## src/rtl/lsu_pkg.sv

```systemverilog
// Shared encodings for the load/store unit: funct3 codes, FSM states,
// access sizes, and the funct3 decode helpers used by the top level.
package lsu_pkg;

  localparam logic [2:0] F3_B  = 3'b000;
  localparam logic [2:0] F3_H  = 3'b001;
  localparam logic [2:0] F3_W  = 3'b010;
  localparam logic [2:0] F3_BU = 3'b100;
  localparam logic [2:0] F3_HU = 3'b101;

  typedef enum logic [1:0] {
    ST_IDLE = 2'd0,
    ST_REQ  = 2'd1,
    ST_DONE = 2'd2
  } lsu_state_e;

  typedef enum logic [1:0] {
    SZ_B = 2'd0,
    SZ_H = 2'd1,
    SZ_W = 2'd2
  } lsu_size_e;

  typedef struct packed {
    logic      legal;
    lsu_size_e size;
    logic      uns;
  } lsu_dec_t;

  // Unsigned variants only exist for loads; any other code is illegal.
  function automatic lsu_dec_t lsu_decode(input logic [2:0] f3, input logic is_store);
    lsu_dec_t d;
    d.legal = 1'b0;
    d.size  = SZ_W;
    d.uns   = 1'b0;
    case (f3)
      F3_B:  begin d.legal = 1'b1;      d.size = SZ_B; end
      F3_H:  begin d.legal = 1'b1;      d.size = SZ_H; end
      F3_W:  begin d.legal = 1'b1;      d.size = SZ_W; end
      F3_BU: begin d.legal = !is_store; d.size = SZ_B; d.uns = 1'b1; end
      F3_HU: begin d.legal = !is_store; d.size = SZ_H; d.uns = 1'b1; end
      default: d.legal = 1'b0;
    endcase
    return d;
  endfunction

  // Halfwords need bit 0 clear, words need both low bits clear.
  function automatic logic lsu_misaligned(input lsu_size_e size, input logic [1:0] off);
    logic mis;
    mis = 1'b0;
    case (size)
      SZ_H:    mis = off[0];
      SZ_W:    mis = (off != 2'b00);
      default: mis = 1'b0;
    endcase
    return mis;
  endfunction

endpackage

```

## src/rtl/load_store_unit_if.sv

```systemverilog
// Data-memory port bundle: request side driven by the LSU, ready/rdata by memory.
interface load_store_unit_if;
  logic        dmem_req;
  logic        dmem_we;
  logic [31:0] dmem_addr;
  logic [31:0] dmem_wdata;
  logic [3:0]  dmem_be;
  logic        dmem_ready;
  logic [31:0] dmem_rdata;

  modport master (
    output dmem_req, dmem_we, dmem_addr, dmem_wdata, dmem_be,
    input  dmem_ready, dmem_rdata
  );

  modport slave (
    input  dmem_req, dmem_we, dmem_addr, dmem_wdata, dmem_be,
    output dmem_ready, dmem_rdata
  );
endinterface

```

## src/rtl/lsu_align.sv

```systemverilog
// Combinational lane logic: store byte enables and data replication,
// load lane extraction with sign or zero extension.
module lsu_align
  import lsu_pkg::*;
(
  input  lsu_size_e   st_size_i,
  input  logic [1:0]  st_off_i,
  input  logic [31:0] st_data_i,
  output logic [3:0]  st_be_o,
  output logic [31:0] st_wdata_o,
  input  lsu_size_e   ld_size_i,
  input  logic        ld_uns_i,
  input  logic [1:0]  ld_off_i,
  input  logic [31:0] ld_rdata_i,
  output logic [31:0] ld_data_o
);

  logic signed [7:0]  ld_byte;
  logic signed [15:0] ld_half;
  logic signed [31:0] ld_byte_sx;
  logic signed [31:0] ld_half_sx;

  // Store side: enables follow the lane offset, data is replicated across lanes.
  always_comb begin
    st_be_o    = 4'b1111;
    st_wdata_o = st_data_i;
    case (st_size_i)
      SZ_B: begin
        st_be_o    = 4'b0001 << st_off_i;
        st_wdata_o = {4{st_data_i[7:0]}};
      end
      SZ_H: begin
        st_be_o    = 4'b0011 << st_off_i;
        st_wdata_o = {2{st_data_i[15:0]}};
      end
      default: begin
        st_be_o    = 4'b1111;
        st_wdata_o = st_data_i;
      end
    endcase
  end

  // Load side: pick the addressed lane, then extend to the full word.
  always_comb begin
    ld_byte    = ld_rdata_i[{ld_off_i, 3'b000} +: 8];
    ld_half    = ld_rdata_i[{ld_off_i[1], 4'b0000} +: 16];
    ld_byte_sx = ld_byte;
    ld_half_sx = ld_half;
    case (ld_size_i)
      SZ_B:    ld_data_o = ld_uns_i ? {24'd0, ld_byte} : ld_byte_sx;
      SZ_H:    ld_data_o = ld_uns_i ? {16'd0, ld_half} : ld_half_sx;
      default: ld_data_o = ld_rdata_i;
    endcase
  end

endmodule

```

## src/rtl/load_store_unit.sv

```systemverilog
// Load/store unit: decodes the access, runs one valid/ready transaction on the
// data-memory port with a timeout, and returns extended load data plus flags.
module load_store_unit
  import lsu_pkg::*;
#(
  parameter int SIGNAL_WIDTH   = 32,
  parameter int TIMEOUT_CYCLES = 16
) (
  input  logic                    clk,
  input  logic                    rst_n,
  input  logic                    start,
  input  logic                    mem_rw,
  input  logic [2:0]              funct3,
  input  logic [SIGNAL_WIDTH-1:0] alu_out,
  input  logic [SIGNAL_WIDTH-1:0] rs2_data,
  output logic [SIGNAL_WIDTH-1:0] load_data,
  output logic                    done,
  output logic                    stall,
  output logic                    misaligned,
  output logic                    fault,
  load_store_unit_if.master       dmem
);

  localparam int         W        = SIGNAL_WIDTH;
  localparam logic [7:0] TMO_LAST = 8'(TIMEOUT_CYCLES - 1);

  lsu_state_e state_q, state_d;
  logic [7:0] cnt_q, cnt_d;
  lsu_size_e  size_q, size_d;
  logic       uns_q, uns_d;
  logic [1:0] off_q, off_d;
  logic [W-1:0] load_data_q, load_data_d;
  logic       mis_q, mis_d;
  logic       fault_q, fault_d;
  logic [W-1:0] addr_q, addr_d;
  logic [W-1:0] wdata_q, wdata_d;
  logic       we_q, we_d;
  logic [3:0] be_q, be_d;

  lsu_dec_t   dec;
  logic       dec_mis;
  logic [3:0] st_be;
  logic [W-1:0] st_wdata;
  logic [W-1:0] ld_data;

  // Decode the incoming request; only consumed when IDLE sees start.
  always_comb begin
    dec     = lsu_decode(funct3, mem_rw);
    dec_mis = lsu_misaligned(dec.size, alu_out[1:0]);
  end

  lsu_align u_align (
    .st_size_i  (dec.size),
    .st_off_i   (alu_out[1:0]),
    .st_data_i  (rs2_data),
    .st_be_o    (st_be),
    .st_wdata_o (st_wdata),
    .ld_size_i  (size_q),
    .ld_uns_i   (uns_q),
    .ld_off_i   (off_q),
    .ld_rdata_i (dmem.dmem_rdata),
    .ld_data_o  (ld_data)
  );

  // Next-state and registered-output logic for the access FSM.
  always_comb begin
    state_d     = state_q;
    cnt_d       = cnt_q;
    size_d      = size_q;
    uns_d       = uns_q;
    off_d       = off_q;
    load_data_d = load_data_q;
    mis_d       = mis_q;
    fault_d     = fault_q;
    addr_d      = addr_q;
    wdata_d     = wdata_q;
    we_d        = we_q;
    be_d        = be_q;
    case (state_q)
      ST_IDLE: begin
        if (start) begin
          mis_d   = 1'b0;
          fault_d = 1'b0;
          if (!dec.legal) begin
            fault_d = 1'b1;
            state_d = ST_DONE;
          end else if (dec_mis) begin
            mis_d   = 1'b1;
            state_d = ST_DONE;
          end else begin
            addr_d  = {alu_out[W-1:2], 2'b00};
            we_d    = mem_rw;
            be_d    = st_be;
            wdata_d = st_wdata;
            size_d  = dec.size;
            uns_d   = dec.uns;
            off_d   = alu_out[1:0];
            cnt_d   = 8'd0;
            state_d = ST_REQ;
          end
        end
      end
      ST_REQ: begin
        cnt_d = cnt_q + 8'd1;
        if (dmem.dmem_ready) begin
          if (!we_q) load_data_d = ld_data;
          state_d = ST_DONE;
        end else if (cnt_q == TMO_LAST) begin
          fault_d = 1'b1;
          state_d = ST_DONE;
        end
      end
      ST_DONE: state_d = ST_IDLE;
      default: state_d = ST_IDLE;
    endcase
  end

  // State and datapath registers; reset clears the whole unit.
  always_ff @(posedge clk or negedge rst_n) begin
    if (!rst_n) begin
      state_q     <= ST_IDLE;
      cnt_q       <= 8'd0;
      size_q      <= SZ_W;
      uns_q       <= 1'b0;
      off_q       <= 2'b00;
      load_data_q <= '0;
      mis_q       <= 1'b0;
      fault_q     <= 1'b0;
      addr_q      <= '0;
      wdata_q     <= '0;
      we_q        <= 1'b0;
      be_q        <= 4'b0000;
    end else begin
      state_q     <= state_d;
      cnt_q       <= cnt_d;
      size_q      <= size_d;
      uns_q       <= uns_d;
      off_q       <= off_d;
      load_data_q <= load_data_d;
      mis_q       <= mis_d;
      fault_q     <= fault_d;
      addr_q      <= addr_d;
      wdata_q     <= wdata_d;
      we_q        <= we_d;
      be_q        <= be_d;
    end
  end

  // Outputs: request valid tracks REQ so an async reset drops it at once.
  always_comb begin
    dmem.dmem_req   = (state_q == ST_REQ);
    dmem.dmem_we    = we_q;
    dmem.dmem_addr  = addr_q;
    dmem.dmem_wdata = wdata_q;
    dmem.dmem_be    = be_q;
    done            = (state_q == ST_DONE);
    stall           = (state_q == ST_REQ) | ((state_q == ST_IDLE) & start);
    load_data       = load_data_q;
    misaligned      = mis_q;
    fault           = fault_q;
  end

endmodule

```

## src/flat_wrapper.sv

```systemverilog
// flat-port wrapper written by rule: the top's interface ports become plain ports
module load_store_unit_flat import lsu_pkg::*;
#(
  parameter int SIGNAL_WIDTH   = 32,
  parameter int TIMEOUT_CYCLES = 16
)
  (clk, rst_n, start, mem_rw, funct3, alu_out, rs2_data, load_data, done, stall, misaligned, fault, dmem_dmem_req, dmem_dmem_we, dmem_dmem_addr, dmem_dmem_wdata, dmem_dmem_be, dmem_dmem_ready, dmem_dmem_rdata);
  load_store_unit_if dmem_i ();
  input  logic clk;
  input  logic rst_n;
  input  logic start;
  input  logic mem_rw;
  input  logic [2:0] funct3;
  input  logic [SIGNAL_WIDTH-1:0] alu_out;
  input  logic [SIGNAL_WIDTH-1:0] rs2_data;
  output logic [SIGNAL_WIDTH-1:0] load_data;
  output logic done;
  output logic stall;
  output logic misaligned;
  output logic fault;
  output wire logic [$bits(dmem_i.dmem_req)-1:0] dmem_dmem_req;
  output wire logic [$bits(dmem_i.dmem_we)-1:0] dmem_dmem_we;
  output wire logic [$bits(dmem_i.dmem_addr)-1:0] dmem_dmem_addr;
  output wire logic [$bits(dmem_i.dmem_wdata)-1:0] dmem_dmem_wdata;
  output wire logic [$bits(dmem_i.dmem_be)-1:0] dmem_dmem_be;
  input wire logic [$bits(dmem_i.dmem_ready)-1:0] dmem_dmem_ready;
  input wire logic [$bits(dmem_i.dmem_rdata)-1:0] dmem_dmem_rdata;
  assign dmem_dmem_req = dmem_i.dmem_req;
  assign dmem_dmem_we = dmem_i.dmem_we;
  assign dmem_dmem_addr = dmem_i.dmem_addr;
  assign dmem_dmem_wdata = dmem_i.dmem_wdata;
  assign dmem_dmem_be = dmem_i.dmem_be;
  assign dmem_i.dmem_ready = dmem_dmem_ready;
  assign dmem_i.dmem_rdata = dmem_dmem_rdata;
  load_store_unit #(.SIGNAL_WIDTH(SIGNAL_WIDTH), .TIMEOUT_CYCLES(TIMEOUT_CYCLES)) u_core (.clk(clk), .rst_n(rst_n), .start(start), .mem_rw(mem_rw), .funct3(funct3), .alu_out(alu_out), .rs2_data(rs2_data), .load_data(load_data), .done(done), .stall(stall), .misaligned(misaligned), .fault(fault), .dmem(dmem_i));
endmodule
```

## config.mk

```make
export PLATFORM = sky130hd
export DESIGN_NAME = load_store_unit_flat
export DESIGN_NICKNAME = d
export VERILOG_FILES = /design/src/rtl/lsu_pkg.sv /design/src/rtl/load_store_unit_if.sv /design/src/rtl/lsu_align.sv /design/src/rtl/load_store_unit.sv /design/src/flat_wrapper.sv
export SDC_FILE = /design/constraint.sdc
export NUM_CORES = 1
export LEC_CHECK = 0
export CAP_MARGIN = 20
export CORE_AREA = 2 2 112 114
export CTS_BUF_LIST = sky130_fd_sc_hd__clkbuf_4
export CTS_CLUSTER_SIZE = 12
export DETAILED_ROUTE_END_ITERATION = 8
export DIE_AREA = 0 0 114 116
export HOLD_SLACK_MARGIN = 0.06
export PLACE_DENSITY = 0.81
export SETUP_SLACK_MARGIN = 0.5
export SLEW_MARGIN = 20
export SYNTH_ARGS = -nofsm -noshare
export SYNTH_HDL_FRONTEND = slang
export SYNTH_SLANG_ARGS = --single-unit
export TNS_END_PERCENT = 1
```

## constraint.sdc

```tcl
create_clock -name clk -period 2.2 [get_ports clk]
set_clock_uncertainty 0.05 [all_clocks]
set_input_delay 0.22 -clock clk [delete_from_list [all_inputs] [get_ports clk]]
set_output_delay 0.22 -clock clk [all_outputs]
set_load 0.02 [all_outputs]
```

==> results of run 1 <==
==> kinds of logic (layout without fill, tap and decap cells) <==
logic type,Yosys count,count (layout)
AND/OR/NAND/NOR,150,150
multiplexers,79,79
XOR/XNOR,1,1
buffers and inverters,35,278
other,1,3
AO/OA/AOI/OAI,109,109
flip-flops,116,116
adder cells (fa/ha/maj),1,1
==> metrics by stage <==
stage,total power (uW),util
after floorplan,5590,-
after global placement,7770,0.644
after detailed placement,7910,0.644
after CTS,9620,0.671
after global routing,10100,0.682
final,9630,0.682
==> power breakdown <==
| part | switching, uW | total, uW | internal, uW |
|---|---|---|---|
| registers | 542 | 3500 | 2960 |
| logic | 2220 | 4440 | 2220 |
| clock network | 789 | 1690 | 906 |
| total | 3550 | 9630 | 6090 |
==> routing by layer <==
| layer | wire length, um | up-vias | track usage |
|---|---|---|---|
| li1 | - | 2206 | - |
| met5 | 11 | - | 0 |
| met1 | 5890 | 2347 | 0.253 |
| met2 | 8420 | 234 | 0.429 |
| met4 | 397 | 2 | 0.107 |
| met3 | 1370 | 42 | 0.0889 |
==> layout by cell type (no fill, tap or decap), types with 3 or more instances in the layout <==
master,count
a21oi_1,34
a221o_1,7
a221oi_1,8
and3_1,10
buf_12,5
buf_4,24
bufinv_16,4
clkbuf_4,20
clkdlybuf4s50_1,201
clkinv_1,3
clkinv_2,5
dfrtp_1,113
inv_1,4
mux2_2,44
mux2i_1,35
nand2_1,67
nand2b_1,3
nand3_1,4
nor2_1,38
nor2b_1,12
o21ai_0,43
or3_1,3
==> layout make-up <==
class                      count  area [um^2]  share of cell area
tap                          147          184              0.0226
clock buffer                  19          143              0.0176
clock inverter                13          164              0.0202
inverter                       5         18.8             0.00231
multi-input combinational    342         2290               0.282
antenna                        1         2.50            0.000308
sequential                   116         2910               0.358
timing repair buffer         241         2410               0.296
==> flip-flops by register name (all words and copies together), names as in the netlist <==
register                count
u_core.cnt_q                8
u_core.load_data           32
u_core.misaligned           1
u_core.state_q              2
u_core.dmem.dmem_wdata     32
u_core.size_q               2
u_core.off_q                2
u_core.dmem.dmem_be         4
u_core.dmem.dmem_addr      30
u_core.dmem.dmem_we         1
u_core.uns_q                1
u_core.fault                1
==> worst max path at each step <==
stage          slack (ns)                                   end  cells after the start
2_1_floorplan        0.50           u_core.cnt_q[6]$_DFFE_PN0P_                      6
3_3_place_gp         0.09  u_core.dmem.dmem_addr[8]$_DFFE_PN0P_                      5
3_5_place_dp         0.01           u_core.cnt_q[7]$_DFFE_PN0P_                      5
4_1_cts              0.30                                 stall                      2
5_1_grt              0.31                                 stall                      2
6_report             0.38                   dmem_dmem_wdata[21]                      1
==> synth_stat cells, types with 2 or more instances <==
cell type / n / area share
or3_1: 3 / 0.0035
nand2_1: 67 / 0.047
buf_4: 2 / 0.0028
a221o_1: 7 / 0.013
inv_1: 5 / 0.0035
mux2i_1: 35 / 0.066
o211ai_1: 2 / 0.0028
nor2b_1: 12 / 0.014
mux2_2: 44 / 0.093
clkbuf_1: 12 / 0.0085
o31ai_1: 2 / 0.0028
nand2b_1: 3 / 0.0035
o21ai_0: 43 / 0.040
and3_1: 10 / 0.012
nor3b_1: 2 / 0.0028
o41ai_1: 2 / 0.0033
nor3_1: 3 / 0.0028
dfrtp_1: 115 / 0.54
buf_2: 15 / 0.014
a221oi_1: 8 / 0.013
nor2_1: 38 / 0.027
a21oi_1: 35 / 0.033
nand3_1: 4 / 0.0038
==> what timing repair did <==
action                                  in CTS  in global routing
gates cloned                                 0                  1
endpoints found under the setup margin     189                211
hold buffers                                 1                  0
resized for setup                            7                 11
setup buffers                                0                  8
hold endpoints to repair                    46                  0
==> metrics.txt, run 1 <==
Setup TNS Final=0 ns; start point of the critical path=u_core.dmem.dmem_wdata[21]$_DFFE_PN0P_; clock sink count=116; Worst Path Required=1.93 ns; drt total wl=16100 um; initial antenna violation count=2; number of global-route vias before repair=4973; num ports=210; Inst Count DP=841; yosys warns=0; slowest cell on the critical path=clkdlybuf4s50_1; Synth Area in Adders=0.00235; Synth async-reset ratio=1.00; Die ar.=13200 um^2; Die X=114 um; Post-synth top flop=dfrtp_1; TritonRoute pass-1 iters=5; Critical R2R Capture=u_core.dmem.dmem_addr[9]$_DFFE_PN0P_; max_cap viols=0; # fillers=925; DR vias/cell=5.46; Post-Synth XOR/XNOR Area=0.00165; CTS Buffer Depth=2; Setup WS pre-CTS=0.0146 ns; VDD IR max=707 uV; Clk Latency, worst-skew pair=0.52 ns; Root Buffer=clkbuf_4; Worst Path Max Fanout=2; Power Density=1190 nW/um^2; fin cells=884; largest family of logic cells by synthesized area=multiplexers; TritonCTS clock tree=yes; drt drc=0; r2r setup slk=0.39 ns; final setup margin=0.379 ns; syn avg cell area=10.8 um^2; FF+latch count, synth=116; number of buffers created by CTS=17; Total Routing Usage GR=0.240; register area share after synthesis=0.546; post-synthesis mux area share=0.159; Critical path buffers and inverters=1; placed inst area=7670 um^2; CP Cell Sequence=clkdlybuf4s50_1; Tcrit/Tclk final=0.828; fin. max-slew vios=0; Setup-failing EPs final=0; Layout area overhead=52.7%; delay-heaviest family, CP=buffers and inverters; Reg2Reg Depth=4; HP Class=in -> async; Initial Util=0.447; grt ovf=0; wire length per cell=18.2 um; Post-DRT Antenna Nets=0; Static Leak=0.00354 uW; Slew @ Worst Pin=0.660 ns; Tmin final=1.82 ns; Crit. End Element=primary output; RSZ-0062 raised after global routing=true; Worst setup SP type=flop; Final Hold Viols=0; Setup CP Type=reg -> out; cell count after synthesis=492; cell area after synthesis=5320 um^2; htree depth=4; reg2reg start=u_core.state_q[0]$_DFFE_PN0P_; Compound-Gate Fraction of Synth Area=0.129; simple-gate share of the synthesized area=0.130; DR iter-0 viols=359; largest net degree at the start of global routing=50; vias post-DR=4831; Design Area, Final=8120 um^2; share of layout cells above drive strength 1=0.170; worst hold slack=0.207 ns; Port Buffer Count=207; Final #Nets=828; Placer Congestion=0.867; Post-synth EDFFs=0; core area=11900 um^2; Netlist cell types=46; row cnt=40; Slowest Stage Delay on Critical Path=0.65 ns; Worst Path Arrival=1.55 ns; status=completed; Worst-path clk slew=0.11 ns; fmax=0.549 GHz; Die H=116 um; Worst slew margin=0.560; dpl hpwl=11900 um; first-pass GRT wire length=24400 um
No activity file was read; power rests on OpenSTA's default activity.
==> run 2, diff against run 1 <==
==> constraint.sdc (replaced) <==
create_clock -name clk -period 1.7 [get_ports clk]
set_clock_uncertainty 0.05 [all_clocks]
set_input_delay 0.17 -clock clk [delete_from_list [all_inputs] [get_ports clk]]
set_output_delay 0.17 -clock clk [all_outputs]
set_load 0.02 [all_outputs]
==> metrics.txt, run 2 (same netlist as run 1, synthesis figures left out) <==
initial antenna violation count=0 (was 2); Final Hold Viols=0 (unchanged); Worst setup SP type=flop (unchanged); DR vias/cell=5.37 (was 5.46); RSZ-0062 raised after global routing=true (unchanged); row cnt=40 (unchanged); Static Leak=0.00382 uW (was 0.00354 uW); status=complete, but fails checks (was completed); Design Area, Final=8500 um^2 (was 8120 um^2); Slew @ Worst Pin=0.650 ns (was 0.660 ns); grt ovf=0 (unchanged); met2 Resource Use GR=0.443 (was 0.429); Die ar.=13200 um^2 (unchanged); dpl hpwl=12100 um (was 11900 um); Worst Path Arrival=2.05 ns (was 1.55 ns); Worst Path Max Fanout=38 (was 2); Die H=116 um (unchanged); Root Buffer=clkbuf_4 (unchanged); start point of the critical path=u_core.state_q[1]$_DFFE_PN0P_ (was u_core.dmem.dmem_wdata[21]$_DFFE_PN0P_); Setup-failing EPs final=41 (was 0); clock sink count=116 (unchanged); HP Class=in -> async (unchanged); drt total wl=16300 um (was 16100 um); Final Power=12800 uW (was 9630 uW); Worst slew margin=0.564 (was 0.560); reg2reg start=u_core.state_q[1]$_DFFE_PN0P_ (was u_core.state_q[0]$_DFFE_PN0P_); drt drc=0 (unchanged); Post-DRT Antenna Nets=0 (unchanged); Critical R2R Capture=u_core.dmem.dmem_addr[26]$_DFFE_PN0P_ (was u_core.dmem.dmem_addr[9]$_DFFE_PN0P_); Placer Congestion=0.830 (was 0.867); largest net degree at the start of global routing=46 (was 50); commonest non-fill, non-tap cell in the layout=dfrtp_1 (was clkdlybuf4s50_1); Clk Latency, worst-skew pair=0.48 ns (was 0.52 ns); Worst Path Required=2.01 ns (was 1.93 ns); core area=11900 um^2 (unchanged); placed inst area=7850 um^2 (was 7670 um^2); Layout area overhead=59.8% (was 52.7%); Worst-path clk slew=0.11 ns (about the same); Crit. End Element=flop (was primary output); Final #Nets=844 (was 828); routing usage on met1=0.275 (was 0.253); wire length per cell=18.2 um (about the same); antenna cells=0 (was 1); Setup WS pre-CTS=-0.415 ns (was 0.0146 ns); TritonRoute pass-1 iters=6 (was 5); # fillers=821 (was 925); number of buffers created by CTS=17 (unchanged); GR peak layer=met2 (unchanged); vias post-DR=4823 (was 4831); Die X=114 um (unchanged); DR iter-0 viols=350 (was 359); fmax=0.574 GHz; num ports=210 (unchanged); failing checks=negative setup slack; Port Buffer Count=207 (unchanged); Power Density=1500 nW/um^2 (was 1190 nW/um^2); r2r setup slk=-0.04 ns (was 0.39 ns); htree depth=4 (unchanged); CTS Buffer Depth=2 (unchanged); VDD IR max=772 uV (was 707 uV); Setup CP Type=reg -> reg (was reg -> out); first-pass GRT wire length=25400 um (was 24400 um); worst hold slack=0.119 ns (was 0.207 ns); fin. max-slew vios=0 (unchanged); Tmin final=1.74 ns; Reg2Reg Depth=4 (unchanged); max_cap viols=0 (unchanged); M3 GR Usage=0.0936 (was 0.0889); TritonCTS clock tree=yes (unchanged); share of layout cells above drive strength 1=0.362 (was 0.170); critical path endpoint=u_core.dmem.dmem_addr[26]$_DFFE_PN0P_ (was dmem_dmem_wdata[21]); final setup margin=-0.0415 ns (was 0.379 ns); Total Routing Usage GR=0.248 (was 0.240); Initial Util=0.447 (unchanged); commonest non-fill, non-tap cells in the layout=dfrtp_1 (114), clkdlybuf4s50_1 (102), buf_6 (88) (was clkdlybuf4s50_1 (201), dfrtp_1 (113), nand2_1 (67)); number of global-route vias before repair=5088 (was 4973); Tcrit/Tclk final=1.02
-- run 2: through the flow --
stage / cells / setup TNS, ns / util
after detailed placement: 862 / -29.01 / 0.659
final: 898 / -0.978 / 0.713
after CTS: 898 / -0.778 / 0.707
after global placement: 862 / -22.61 / 0.659
after global routing: 898 / -1.70 / 0.713
after floorplan: 493 / 0 / -
-- run 2: cell type report --
cell class                      instances  area (um^2)  area share
Timing Repair Buffer                  257         2630       0.309
Inverter                                5         21.3     0.00250
Sequential cell                       116         2910       0.342
Clock inverter                         13          118      0.0138
Clock buffer                           18          135      0.0159
Tap cell                              147          184      0.0216
Multi-Input combinational cell        342         2510       0.295
-- run 2: how the worst min path moves through the flow --
stage                                           endpoint  depth (start not counted)  startpoint
global placement        u_core.load_data[15]$_DFFE_PN0P_                          1       rst_n
global route        u_core.dmem.dmem_addr[5]$_DFFE_PN0P_                          2       rst_n
floorplan                    u_core.cnt_q[0]$_DFFE_PN0P_                          0       rst_n
CTS                     u_core.load_data[15]$_DFFE_PN0P_                          2       rst_n
finish                  u_core.load_data[15]$_DFFE_PN0P_                          2       rst_n
detailed placement      u_core.load_data[15]$_DFFE_PN0P_                          1       rst_n
-- run 2: routing by layer --
layer,vias to the layer above,wire (um),share of wire
met5,-,0,0
met1,2342,5960,0.36
met4,0,286,0.018
met2,226,8520,0.52
li1,2231,-,-
met3,24,1570,0.096
-- run 2: what timing repair did --
| action | CTS | global route |
|---|---|---|
| resized for setup | 580 | 43 |
| pin swaps | 31 | 32 |
| setup endpoints to repair | 220 | 220 |
| endpoints found under the hold margin | 116 | 0 |
| cloned | 0 | 0 |
| buffers inserted | 4 | 0 |
| hold buffers | 1 | 0 |
-- run 2: critical path: stages, from the launching register on --
cell and delay, ns:
dfrtp_1 0.43, or3b_4 0.42, o21bai_4 0.23, buf_12 0.20, mux2_2 0.28
-- run 2: where the power goes --
part	leakage, uW	internal [uW]	total (uW)	switching (uW)
logic	0.00227	3160	6250	3080
clock network	0.000142	853	1860	1010
registers	0.00141	3830	4660	832
total	0.00382	7840	12800	4920
